**src/rtl/calendar_pkg.sv**
```systemverilog
// Shared definitions for the calendar date counter.
// Holds the calendar constants, the FSM state type and the Gregorian
// helper functions used by the date registers and the weekday engine.
package calendar_pkg;

  localparam int unsigned YEAR_BASE    = 2000;
  localparam int unsigned YEAR_SPAN    = 128;
  localparam int unsigned MONTH_GAP    = 86;
  localparam int unsigned DAY_GAP      = 32;
  localparam logic [2:0]  BASE_WEEKDAY = 3'd6;

  typedef enum logic [1:0] {
    ST_RUN     = 2'd0,
    ST_SETTING = 2'd1,
    ST_RECALC  = 2'd2
  } state_t;

  // Absolute year from the stored offset.
  function automatic logic [11:0] full_year(input logic [6:0] off);
    full_year = 12'(YEAR_BASE) + {5'd0, off};
  endfunction

  function automatic logic is_leap(input logic [11:0] year);
    is_leap = (((year % 12'd4) == 12'd0) && ((year % 12'd100) != 12'd0))
              || ((year % 12'd400) == 12'd0);
  endfunction

  function automatic logic [4:0] days_in_month(input logic [11:0] year,
                                               input logic [3:0]  month);
    case (month)
      4'd2:                    days_in_month = is_leap(year) ? 5'd29 : 5'd28;
      4'd4, 4'd6, 4'd9, 4'd11: days_in_month = 5'd30;
      default:                 days_in_month = 5'd31;
    endcase
  endfunction

  // Weekday shift of the 1st of each month relative to Jan 1 (non-leap).
  function automatic logic [2:0] month_offset(input logic [3:0] month);
    case (month)
      4'd1:    month_offset = 3'd0;
      4'd2:    month_offset = 3'd3;
      4'd3:    month_offset = 3'd3;
      4'd4:    month_offset = 3'd6;
      4'd5:    month_offset = 3'd1;
      4'd6:    month_offset = 3'd4;
      4'd7:    month_offset = 3'd6;
      4'd8:    month_offset = 3'd2;
      4'd9:    month_offset = 3'd5;
      4'd10:   month_offset = 3'd0;
      4'd11:   month_offset = 3'd3;
      4'd12:   month_offset = 3'd5;
      default: month_offset = 3'd0;
    endcase
  endfunction

endpackage

```
**src/rtl/calendar_date_counter_weekday_calc.sv**
```systemverilog
// calendar_weekday_calc: iterative weekday computation.
// Walks the years from YEAR_BASE up to the target year one per clock,
// accumulating the weekday shift mod 7, then adds the month and day shift.
// Ports:
//   i_clk, i_rst      clock, asynchronous active-high reset
//   i_start           begin a computation (ignored while busy)
//   i_year_off/i_month/i_day  date to evaluate, captured on start
//   o_done            one-cycle pulse when o_weekday is valid
//   o_weekday         result, 0=Sun .. 6=Sat
module calendar_weekday_calc
  import calendar_pkg::*;
(
  input  logic       i_clk,
  input  logic       i_rst,
  input  logic       i_start,
  input  logic [6:0] i_year_off,
  input  logic [3:0] i_month,
  input  logic [4:0] i_day,
  output logic       o_done,
  output logic [2:0] o_weekday
);

  logic       r_busy;
  logic [6:0] r_year_off;
  logic [3:0] r_month;
  logic [4:0] r_day;
  logic [6:0] r_cnt;
  logic [2:0] r_acc;
  logic       r_done;
  logic [2:0] r_weekday;

  logic [2:0] w_step;
  logic [3:0] w_acc_sum;
  logic [2:0] w_acc_next;
  logic       w_leap_adj;
  logic [5:0] w_final_sum;
  logic [2:0] w_final_mod;

  // Per-year shift: a leap year moves the weekday by two.
  assign w_step      = is_leap(full_year(r_cnt)) ? 3'd2 : 3'd1;
  assign w_acc_sum   = {1'b0, r_acc} + {1'b0, w_step};
  assign w_acc_next  = (w_acc_sum >= 4'd7) ? 3'(w_acc_sum - 4'd7) : w_acc_sum[2:0];
  assign w_leap_adj  = is_leap(full_year(r_year_off)) && (r_month > 4'd2);
  assign w_final_sum = {3'd0, r_acc} + {3'd0, month_offset(r_month)}
                     + {5'd0, w_leap_adj} + {1'b0, r_day} - 6'd1;
  assign w_final_mod = 3'(w_final_sum % 6'd7);

  // Year walk followed by a single finishing cycle.
  always_ff @(posedge i_clk or posedge i_rst) begin
    if (i_rst) begin
      r_busy     <= 1'b0;
      r_year_off <= 7'd0;
      r_month    <= 4'd1;
      r_day      <= 5'd1;
      r_cnt      <= 7'd0;
      r_acc      <= 3'd0;
      r_done     <= 1'b0;
      r_weekday  <= 3'd0;
    end else begin
      r_done <= 1'b0;
      if (!r_busy) begin
        if (i_start) begin
          r_busy     <= 1'b1;
          r_year_off <= i_year_off;
          r_month    <= i_month;
          r_day      <= i_day;
          r_cnt      <= 7'd0;
          r_acc      <= BASE_WEEKDAY;
        end
      end else if (r_cnt != r_year_off) begin
        r_acc <= w_acc_next;
        r_cnt <= r_cnt + 7'd1;
      end else begin
        r_weekday <= w_final_mod;
        r_done    <= 1'b1;
        r_busy    <= 1'b0;
      end
    end
  end

  assign o_done    = r_done;
  assign o_weekday = r_weekday;

endmodule

```
**src/rtl/calendar_date_counter.sv**
```systemverilog
// calendar_date_counter: Gregorian date and weekday keeper.
// Advances the date on each rising edge of Day_Passage_Signal, lets the
// user set year/month/day with the crown, and recomputes the weekday after
// a setting session. Outputs BCD digits for the date display.
// Ports:
//   CLOCK_50MHz, RESET         clock, asynchronous active-high reset
//   Enable                     date mode shown; gates settingTrigger
//   Day_Passage_Signal         async level, rising edge = one day
//   settingTrigger             async, rising edge enters setting
//   settingSig_3bit            async, [2] year, [1] month, [0] day + finish
//   DigitalCrownData           async crown position 0..1023
//   year_D3..day_D0            BCD display digits
//   internalYear_off/Month/Day binary date
//   weekday, weekday_valid     0=Sun..6=Sat; valid low during recompute
//   setting_active             high while in setting
module calendar_date_counter
  import calendar_pkg::*;
(
  input  logic       CLOCK_50MHz,
  input  logic       RESET,
  input  logic       Enable,
  input  logic       Day_Passage_Signal,
  input  logic       settingTrigger,
  input  logic [2:0] settingSig_3bit,
  input  logic [9:0] DigitalCrownData,
  output logic [3:0] year_D3,
  output logic [3:0] year_D2,
  output logic [3:0] year_D1,
  output logic [3:0] year_D0,
  output logic [3:0] month_D1,
  output logic [3:0] month_D0,
  output logic [3:0] day_D1,
  output logic [3:0] day_D0,
  output logic [6:0] internalYear_off,
  output logic [3:0] internalMonth,
  output logic [4:0] internalDay,
  output logic [2:0] weekday,
  output logic       weekday_valid,
  output logic       setting_active
);

  // Synchroniser and edge-detector registers
  logic [1:0] r_day_sync;
  logic [1:0] r_trig_sync;
  logic [2:0] r_sig_s1, r_sig_s2;
  logic [9:0] r_crown_s1, r_crown_s2;
  logic       r_day_prev, r_trig_prev;
  logic [2:0] r_sig_prev;

  // Date state
  state_t     r_state, w_state_next;
  logic [6:0] r_year_off;
  logic [3:0] r_month;
  logic [4:0] r_day;
  logic [2:0] r_weekday;
  logic       r_wd_valid;
  logic       r_pending;
  logic       r_start;

  logic       w_day_edge, w_trig_edge;
  logic [2:0] w_sig_edge;
  logic [3:0] w_month_q, w_crown_month;
  logic [5:0] w_crown_day;
  logic [6:0] w_set_year;
  logic [3:0] w_set_month;
  logic [4:0] w_set_dim, w_set_day;
  logic [11:0] w_year_full;
  logic [4:0] w_dim;
  logic [6:0] w_adv_year;
  logic [3:0] w_adv_month;
  logic [4:0] w_adv_day;
  logic [2:0] w_adv_wd;
  logic       w_do_advance, w_do_commit, w_pending_next, w_start_next, w_load_wd;
  logic       w_wd_done;
  logic [2:0] w_wd_calc;

  // Two-flop synchronisers followed by previous-value registers for edges.
  always_ff @(posedge CLOCK_50MHz or posedge RESET) begin
    if (RESET) begin
      r_day_sync  <= 2'b00;
      r_trig_sync <= 2'b00;
      r_sig_s1    <= 3'b000;
      r_sig_s2    <= 3'b000;
      r_crown_s1  <= 10'd0;
      r_crown_s2  <= 10'd0;
      r_day_prev  <= 1'b0;
      r_trig_prev <= 1'b0;
      r_sig_prev  <= 3'b000;
    end else begin
      r_day_sync  <= {r_day_sync[0], Day_Passage_Signal};
      r_trig_sync <= {r_trig_sync[0], settingTrigger};
      r_sig_s1    <= settingSig_3bit;
      r_sig_s2    <= r_sig_s1;
      r_crown_s1  <= DigitalCrownData;
      r_crown_s2  <= r_crown_s1;
      r_day_prev  <= r_day_sync[1];
      r_trig_prev <= r_trig_sync[1];
      r_sig_prev  <= r_sig_s2;
    end
  end

  assign w_day_edge  = r_day_sync[1] & ~r_day_prev;
  assign w_trig_edge = r_trig_sync[1] & ~r_trig_prev;
  assign w_sig_edge  = r_sig_s2 & ~r_sig_prev;

  // Crown decode; the crown is synchronised alongside the setting edges.
  assign w_month_q     = 4'(r_crown_s2 / 10'(MONTH_GAP));
  assign w_crown_month = (w_month_q >= 4'd11) ? 4'd12 : (w_month_q + 4'd1);
  assign w_crown_day   = 6'(r_crown_s2 / 10'(DAY_GAP)) + 6'd1;

  // Year and month commits take effect before the day clamp is evaluated.
  assign w_set_year  = w_sig_edge[2] ? r_crown_s2[9:3] : r_year_off;
  assign w_set_month = w_sig_edge[1] ? w_crown_month : r_month;
  assign w_set_dim   = days_in_month(full_year(w_set_year), w_set_month);
  assign w_set_day   = w_sig_edge[0]
                     ? ((w_crown_day > {1'b0, w_set_dim}) ? w_set_dim : w_crown_day[4:0])
                     : ((r_day > w_set_dim) ? w_set_dim : r_day);

  assign w_year_full = full_year(r_year_off);
  assign w_dim       = days_in_month(w_year_full, r_month);
  assign w_adv_wd    = (r_weekday == 3'd6) ? 3'd0 : (r_weekday + 3'd1);

  // Next date for one day of passage, including month, year and range wrap.
  always_comb begin
    w_adv_year  = r_year_off;
    w_adv_month = r_month;
    w_adv_day   = r_day + 5'd1;
    if (r_day < w_dim) begin
      w_adv_day = r_day + 5'd1;
    end else if (r_month < 4'd12) begin
      w_adv_day   = 5'd1;
      w_adv_month = r_month + 4'd1;
    end else begin
      w_adv_day   = 5'd1;
      w_adv_month = 4'd1;
      w_adv_year  = (r_year_off == 7'(YEAR_SPAN - 1)) ? 7'd0 : (r_year_off + 7'd1);
    end
  end

  // FSM state register.
  always_ff @(posedge CLOCK_50MHz or posedge RESET) begin
    if (RESET) begin
      r_state <= ST_RUN;
    end else begin
      r_state <= w_state_next;
    end
  end

  // FSM next state and datapath controls.
  always_comb begin
    w_state_next   = r_state;
    w_do_advance   = 1'b0;
    w_do_commit    = 1'b0;
    w_pending_next = r_pending;
    w_start_next   = 1'b0;
    w_load_wd      = 1'b0;
    case (r_state)
      ST_RUN: begin
        // A pending day is consumed here; a fresh edge in the same cycle stays pending.
        if (w_day_edge || r_pending) begin
          w_do_advance   = 1'b1;
          w_pending_next = r_pending & w_day_edge;
        end else begin
          w_pending_next = 1'b0;
        end
        if (w_trig_edge && Enable) begin
          w_state_next = ST_SETTING;
        end else begin
          w_state_next = ST_RUN;
        end
      end
      ST_SETTING: begin
        if (w_day_edge) begin
          w_pending_next = 1'b1;
        end else begin
          w_pending_next = r_pending;
        end
        w_do_commit = |w_sig_edge;
        if (w_sig_edge[0]) begin
          w_state_next = ST_RECALC;
          w_start_next = 1'b1;
        end else begin
          w_state_next = ST_SETTING;
        end
      end
      ST_RECALC: begin
        if (w_day_edge) begin
          w_pending_next = 1'b1;
        end else begin
          w_pending_next = r_pending;
        end
        if (w_wd_done) begin
          w_load_wd    = 1'b1;
          w_state_next = ST_RUN;
        end else begin
          w_state_next = ST_RECALC;
        end
      end
      default: begin
        w_state_next = ST_RUN;
      end
    endcase
  end

  // Date, weekday and handshake registers.
  always_ff @(posedge CLOCK_50MHz or posedge RESET) begin
    if (RESET) begin
      r_year_off <= 7'd0;
      r_month    <= 4'd1;
      r_day      <= 5'd1;
      r_weekday  <= BASE_WEEKDAY;
      r_wd_valid <= 1'b1;
      r_pending  <= 1'b0;
      r_start    <= 1'b0;
    end else begin
      r_pending <= w_pending_next;
      r_start   <= w_start_next;
      if (w_do_advance) begin
        r_year_off <= w_adv_year;
        r_month    <= w_adv_month;
        r_day      <= w_adv_day;
      end else if (w_do_commit) begin
        r_year_off <= w_set_year;
        r_month    <= w_set_month;
        // Only the finishing edge touches the day, re-clamped to the final month.
        if (w_sig_edge[0]) begin
          r_day <= w_set_day;
        end
      end
      if (w_do_advance) begin
        r_weekday <= w_adv_wd;
      end else if (w_load_wd) begin
        r_weekday <= w_wd_calc;
      end
      if (w_start_next) begin
        r_wd_valid <= 1'b0;
      end else if (w_load_wd) begin
        r_wd_valid <= 1'b1;
      end
    end
  end

  calendar_weekday_calc u_weekday_calc (
    .i_clk      (CLOCK_50MHz),
    .i_rst      (RESET),
    .i_start    (r_start),
    .i_year_off (r_year_off),
    .i_month    (r_month),
    .i_day      (r_day),
    .o_done     (w_wd_done),
    .o_weekday  (w_wd_calc)
  );

  assign year_D3  = 4'(w_year_full / 12'd1000);
  assign year_D2  = 4'((w_year_full / 12'd100) % 12'd10);
  assign year_D1  = 4'((w_year_full / 12'd10) % 12'd10);
  assign year_D0  = 4'(w_year_full % 12'd10);
  assign month_D1 = (r_month >= 4'd10) ? 4'd1 : 4'd0;
  assign month_D0 = (r_month >= 4'd10) ? (r_month - 4'd10) : r_month;
  assign day_D1   = 4'(r_day / 5'd10);
  assign day_D0   = 4'(r_day % 5'd10);

  assign internalYear_off = r_year_off;
  assign internalMonth    = r_month;
  assign internalDay      = r_day;
  assign weekday          = r_weekday;
  assign weekday_valid    = r_wd_valid;
  assign setting_active   = (r_state == ST_SETTING);

endmodule
```
**config.mk**
```make
export PLATFORM = sky130hd
export DESIGN_NAME = calendar_date_counter
export DESIGN_NICKNAME = d
export VERILOG_FILES = /design/src/rtl/calendar_pkg.sv /design/src/rtl/calendar_date_counter_weekday_calc.sv /design/src/rtl/calendar_date_counter.sv
export SDC_FILE = /design/constraint.sdc
export NUM_CORES = 1
export LEC_CHECK = 0
export CAP_MARGIN = 15
export CORE_ASPECT_RATIO = 1.25
export CORE_MARGIN = 3
export CORE_UTILIZATION = 60
export DETAILED_ROUTE_END_ITERATION = 10
export PLACE_DENSITY = 0.8
export SYNTH_ARGS = -nofsm -noshare
export SYNTH_HDL_FRONTEND = slang
export SYNTH_SLANG_ARGS = --single-unit
```
**constraint.sdc**
```tcl
create_clock -name CLOCK_50MHz -period 19.26 [get_ports CLOCK_50MHz]
set_clock_uncertainty 0.15 [all_clocks]
set_input_delay 2.889 -clock CLOCK_50MHz [delete_from_list [all_inputs] [get_ports CLOCK_50MHz]]
set_output_delay 2.889 -clock CLOCK_50MHz [all_outputs]
set_load 0.03 [all_outputs]
```
==> results of run 1 <==
kinds of logic after synthesis:
logic type,count (synthesis),share of synthesized area (%)
adder cells (fa/ha/maj),97,8.69
XOR/XNOR,103,6.60
AO/OA/AOI/OAI,670,34.3
flip-flops,90,16.1
AND/OR/NAND/NOR,681,24.1
buffers and inverters,228,6.84
other,1,0.0268
multiplexers,44,3.37
sequential cells by signal (all words and copies together) (netlist names), 4 cells and up:
| signal | cells |
|---|---|
| internalDay | 5 |
| internalMonth | 4 |
| internalYear_off | 7 |
| r_crown_s1 | 10 |
| r_crown_s2 | 10 |
| u_weekday_calc.r_cnt | 7 |
| u_weekday_calc.r_day | 5 |
| u_weekday_calc.r_month | 4 |
| u_weekday_calc.r_year_off | 7 |
critical path: cells and delay by family, from the launching register on:
family	cells	cell delay [ns]
AO/OA/AOI/OAI	12	3.59
buffers and inverters	6	1.99
AND/OR/NAND/NOR	6	1.71
adder cells (fa/ha/maj)	4	1.18
XOR/XNOR	1	0.46
flip-flops	1	0.39
multiplexers	1	0.28
layout by cell type (no fill, tap or decap), types with 41 or more instances in the layout:
master	synthesis	routed
dfrtp_1	83	83
clkdlybuf4s50_1	0	64
nand2_1	191	191
a21oi_1	113	113
ha_1	86	86
xnor2_1	84	84
inv_1	105	104
a31oi_1	41	41
nor3_1	58	58
nand3_1	67	67
o21ai_0	143	142
nor2_1	154	154
cell type report:
class                   count  area (um^2)  share of cell area [%]
clock buffers              10          239                    1.60
clock inverters             6         72.6                   0.486
inverters                 117          447                    2.99
multi-input cells        1601        10800                    72.5
flip-flops and latches     90         2260                    15.1
well taps                 283          354                    2.37
repair buffers             76          731                    4.90
routing by layer:
| metal | vias to the layer above | track usage [%] |
|---|---|---|
| met5 | - | 0 |
| met4 | 0 | 9.63 |
| met3 | 89 | 2.54 |
| met2 | 604 | 50.4 |
| met1 | 6973 | 40.9 |
| li1 | 7110 | - |
worst max-delay path by stage:
stage | startpoint | endpoint | slack (ns) | depth (start not counted)
floorplan | internalYear_off[5] | year_D1[3] | 8.57 | 29
CTS | internalYear_off[4] | year_D1[2] | 6.48 | 30
finish | internalYear_off[4] | year_D1[2] | 6.24 | 30
global route | internalYear_off[4] | year_D1[2] | 5.61 | 30
detailed placement | internalYear_off[4] | year_D1[2] | 6.84 | 30
global placement | internalYear_off[4] | year_D1[2] | 7.16 | 30
cells in the mapped netlist, types with 8 or more instances:
library cell / n / share of area (%)
nand2_1: 191 / 5.1
nor2_1: 154 / 4.1
o21ai_0: 143 / 5.1
a21oi_1: 113 / 4.0
inv_1: 105 / 2.8
ha_1: 86 / 7.7
xnor2_1: 84 / 5.2
dfrtp_1: 83 / 15
clkbuf_1: 74 / 2.0
nand3_1: 67 / 2.4
nor3_1: 58 / 2.1
a31oi_1: 41 / 1.8
mux2i_1: 33 / 2.4
a21o_1: 32 / 1.7
o31ai_1: 31 / 1.7
a211oi_1: 27 / 1.4
nand4_1: 26 / 1.2
and3_1: 25 / 1.1
nor4_1: 24 / 1.1
o211ai_1: 24 / 1.3
or3_1: 23 / 1.0
nand2b_1: 21 / 0.94
and2_1: 20 / 0.89
o22ai_1: 19 / 0.85
buf_2: 17 / 0.61
xor2_1: 16 / 1.0
a211o_1: 15 / 0.94
a22oi_1: 14 / 0.75
nor2b_1: 13 / 0.58
o21a_1: 13 / 0.70
buf_4: 12 / 0.64
o31a_1: 12 / 0.75
or2_2: 12 / 0.54
a311oi_1: 11 / 0.69
a21boi_0: 10 / 0.54
a31o_2: 10 / 0.62
a22o_1: 8 / 0.50
a32oi_1: 8 / 0.50
o21ai_1: 8 / 0.29
per-stage QoR:
step	hold slack [ns]	utilization [%]	worst slack, ns	cells	instance area (um^2)
6_report	0.197	66.1	6.24	2183	14900
5_1_grt	0.206	66.1	5.61	2183	14900
4_1_cts	0.198	66.1	6.48	2183	14900
3_5_place_dp	0.185	64.7	6.84	2167	14600
3_3_place_gp	0.182	64.7	7.16	2167	14600
2_1_floorplan	0.181	-	8.57	1919	14000
==> out/results.txt, run 1 <==
Routed length on met3 - 2330 um
R2r setup slk - 8.45 ns
Tightest Pin Transition - 0.998 ns
Crit Path Category - register to output pin
Number of global-route vias before repair - 13500
RSZ-0062 raised after global routing - false
Detailed Place HPWL - 29200 um
WP data required - 16.22 ns
Clk buf depth - 2
Register area share after synthesis - 16.1%
H-Tree Depth - 3
CTS Root Cell - clkbuf_16
Number of flops mapped to enable cells by yosys - 0
Final Setup Violations - 0
Initial antenna violation count - 0
Cell row count - 61
Overall die area - 0.0252 mm^2
Post-synth ARST share - 100%
Worst Setup Start Kind - register
Fin crit period - 13.02 ns
CTS tree - done
Max layer used - met4
Fillers - 1965
Worst path most repeated cell - ha_1
Residual DRC - 0
Reg2Reg Launch Point - internalYear_off[4]
Synth Instances - 1914
Postcts setup bufs - 0
CORE AREA - 0.0226 mm^2
Final hold violation count - 0
Mapped cell area - 0.0140 mm^2
Status - completed
Slew Limit Fails - 0
Diode count - 0
Die Ht - 177 um
Router iterations before antenna repair - 6
FF+latch count, synth - 90
Inserted Clock Buffers - 9
Routed length on met1 - 16900 um
WL per Instance - 17.9 um
Width of the die - 143 um
Setup TNS Final - 0 ns
Area growth, synth to finish - 6.47%
Slowest-stage cell, CP - a21oi_1
Hold path depth - 0
Vias per inst - 6.77
Clock Latency Late Sink - 0.35 ns
Worst-path clk slew - 0.07 ns
Global-route usage over all layers - 30.0%
Antenna Violating Nets Remaining - 0
Largest net degree at the start of global routing - 63
Hold Startpoint - r_crown_s1[2]
CTS Hold Buffers Added - 0
First-pass GRT wire length - 64900 um
Via Count - 14800
GRT overflow - 0
Synth Warn # - 0
Synth cell types - 129
Ports - 71
Final period utilization - 67.6%
Primary FF master, synth - dfrtp_1
WL final - 39000 um
Critical path fanouts, max - 34
Delay of the slowest critical-path stage - 0.86 ns
Worst hold endpoint - r_crown_s2[2]
Starting Density - 62.0%
F_max - 76.8 MHz
Crit path DAT - 9.98 ns
CP endpoint kind - output pin
Hold WC Path Type - register to register
Nets - 2002
Routed wl met2 - 18800 um
Reg-to-reg endpoint - internalDay[0]
Max_cap viols - 0
GPL Wtd Cong - 0.952
R2r worst-path depth - 39
I/O Buffers - 64
Fraction of layout cells with a size suffix above 1 - 7.21%
Slew margin rel. - 33.5%
# clock sinks - 90
Synthesized area per cell - 7.32 um^2
Drt initial violations - 1377
Post-cts resize count - 0
Power of run 1 is not shown: default switching activity piles up to over one toggle a cycle in this logic, so the estimate is an artifact.
==> inputs of run 2 (changes only) <==
==> constraint.sdc (replaced) <==
create_clock -name CLOCK_50MHz -period 12.2 [get_ports CLOCK_50MHz]
set_clock_uncertainty 0.15 [all_clocks]
set_input_delay 1.83 -clock CLOCK_50MHz [delete_from_list [all_inputs] [get_ports CLOCK_50MHz]]
set_output_delay 1.83 -clock CLOCK_50MHz [all_outputs]
set_load 0.03 [all_outputs]
==> run 2 against run 1 <==
  * Routed wire length down 0.38%
  * Final area about the same
  * Sequential share of layout area about the same
  * Critical path depth down 2
  * Via count fell by 0.43%
  * First-iteration DRC count is 2.5% lower
  * Hold slack lost 0.0044 ns
  * Die area is the same
==> out/results.txt, run 2 (synthesis results as in run 1) <==
Critical path fanouts, max - 16 (-53%)
Width of the die - 143 um (unchanged)
Die Ht - 177 um (unchanged)
GRT overflow - 0 (unchanged)
Via Count - 14700 (-0.43%)
Hold path depth - 0 (unchanged)
Final Util - 66.0% (about the same)
Reg-to-reg endpoint - u_weekday_calc.o_weekday[1]
Placed Instances - 2167 (unchanged)
Commonest non-fill, non-tap cells in the layout - nand2_1 (191), nor2_1 (154), o21ai_0 (142)
CTS Hold Buffers Added - 0 (unchanged)
Ports - 71 (unchanged)
Worst Setup Start Kind - register
CORE AREA - 0.0226 mm^2 (unchanged)
WL final - 38900 um (-0.38%)
Final hold violation count - 0 (unchanged)
Area growth, synth to finish - 6.44% (about the same)
Setup TNS Final - 0 ns (unchanged)
Fraction of layout cells with a size suffix above 1 - 7.21% (about the same)
Cell row count - 61 (unchanged)
Number of global-route vias before repair - 13600 (+0.86%)
Largest net degree at the start of global routing - 65 (+3.2%)
R2r worst-path depth - 41 (+5.1%)
Non-Filler Instances - 2184 (+0.046%)
Vias per inst - 6.74 (-0.48%)
Slowest-stage cell, CP - a21oi_1
Slew Limit Fails - 0 (unchanged)
Global-route usage over all layers - 29.9% (-0.16 points)
Hold WC Path Type - register to register
WL per Instance - 17.8 um (-0.42%)
First-pass GRT wire length - 65000 um (+0.15%)
Final period utilization - 93.9%
Diode count - 0 (unchanged)
CP endpoint kind - output pin
Worst-path clk slew - 0.07 ns (about the same)
Drt initial violations - 1342 (-2.5%)
Max_cap viols - 0 (unchanged)
Initial antenna violation count - 0 (unchanged)
I/O Buffers - 64 (unchanged)
R2r setup slk - 1.54 ns (-6.91 ns)
Hold Startpoint - r_crown_s1[3]
H-Tree Depth - 3 (unchanged)
CTS tree - done
Crit Path Category - register to output pin
Status - completed
Post-cts resize count - 0 (unchanged)
Delay of the slowest critical-path stage - 0.83 ns (-0.03 ns)
Worst path most repeated cell - ha_1
CTS Root Cell - clkbuf_16
Antenna Violating Nets Remaining - 0 (unchanged)
Overall die area - 0.0252 mm^2 (unchanged)
WP data required - 10.22 ns (-6.00 ns)
Worst hold endpoint - r_crown_s2[3]
RSZ-0062 raised after global routing - false
Top flop regs - r_crown_s1: 10 flops, r_crown_s2: 10 flops
Router iterations before antenna repair - 5 (-1)
Residual DRC - 0 (unchanged)
Crit path DAT - 9.47 ns (-0.51 ns)
Final Setup Violations - 0 (unchanged)
Clk buf depth - 2 (unchanged)
Leading cell type in the layout, fill and taps excluded - nand2_1
F_max - 87.3 MHz
Clock Latency Late Sink - 0.34 ns (about the same)
Tightest Pin Transition - 0.960 ns (-0.0381 ns)
Detailed Place HPWL - 29800 um (+1.9%)
Slew margin rel. - 36.0% (+2.5 points)
Starting Density - 62.0% (unchanged)
Fin crit period - 11.45 ns
Postcts setup bufs - 0 (unchanged)
# clock sinks - 90 (unchanged)
GPL Wtd Cong - 0.942 (-0.97%)
Reg2Reg Launch Point - u_weekday_calc.r_year_off[4]
Nets - 2003 (+0.050%)
Inserted Clock Buffers - 9 (unchanged)
run 2: area by class of cell:
cell class,count,area (um^2)
Fill cell,1948,7670
Clock inverter,6,72.6
Clock buffer,10,229
Multi-Input combinational cell,1601,10800
Tap cell,283,354
Sequential cell,90,2260
Timing Repair Buffer,77,736
Inverter,117,447
run 2: stage by stage:
stage / cell area [um^2] / hold WS, ns / setup slack [ns]
global placement: 14600 / 0.182 / 1.54
floorplan: 14000 / 0.181 / 2.57
finish: 14900 / 0.193 / 0.746
global route: 14900 / 0.204 / 0.172
detailed placement: 14600 / 0.185 / 1.32
CTS: 14900 / 0.195 / 0.909
run 2: worst max path at each step:
stage,cells past startpoint,endpoint,slack [ns],start
finish,28,year_D1[2],0.75,internalYear_off[4]
global route,28,year_D1[3],0.17,internalYear_off[4]
CTS,28,year_D1[2],0.91,internalYear_off[4]
detailed placement,28,year_D1[2],1.32,internalYear_off[4]
global placement,28,year_D1[2],1.54,internalYear_off[4]
floorplan,29,year_D1[3],2.57,internalYear_off[5]
run 2: per-layer routing:
layer,routed length (um),vias up,global-route usage [%],share of wire [%]
li1,-,7110,-,-
met2,18600,561,50.7,48
met3,2240,89,2.41,5.8
met1,16900,6952,40.7,44
met4,1080,0,8.60,2.8
met5,0,-,0,0
run 2: critical path, delay by kind of cell, from the launching register on:
kind	cells	cell delay, ns
AOI/OAI and AO/OA	12	3.45
and+or+nand+nor	7	2.11
buffers and inverters	4	1.28
adders and majority gates	4	1.18
DFF	1	0.66
xor gates and xnor gates	1	0.44
Power of run 2 is left out for the same reason.
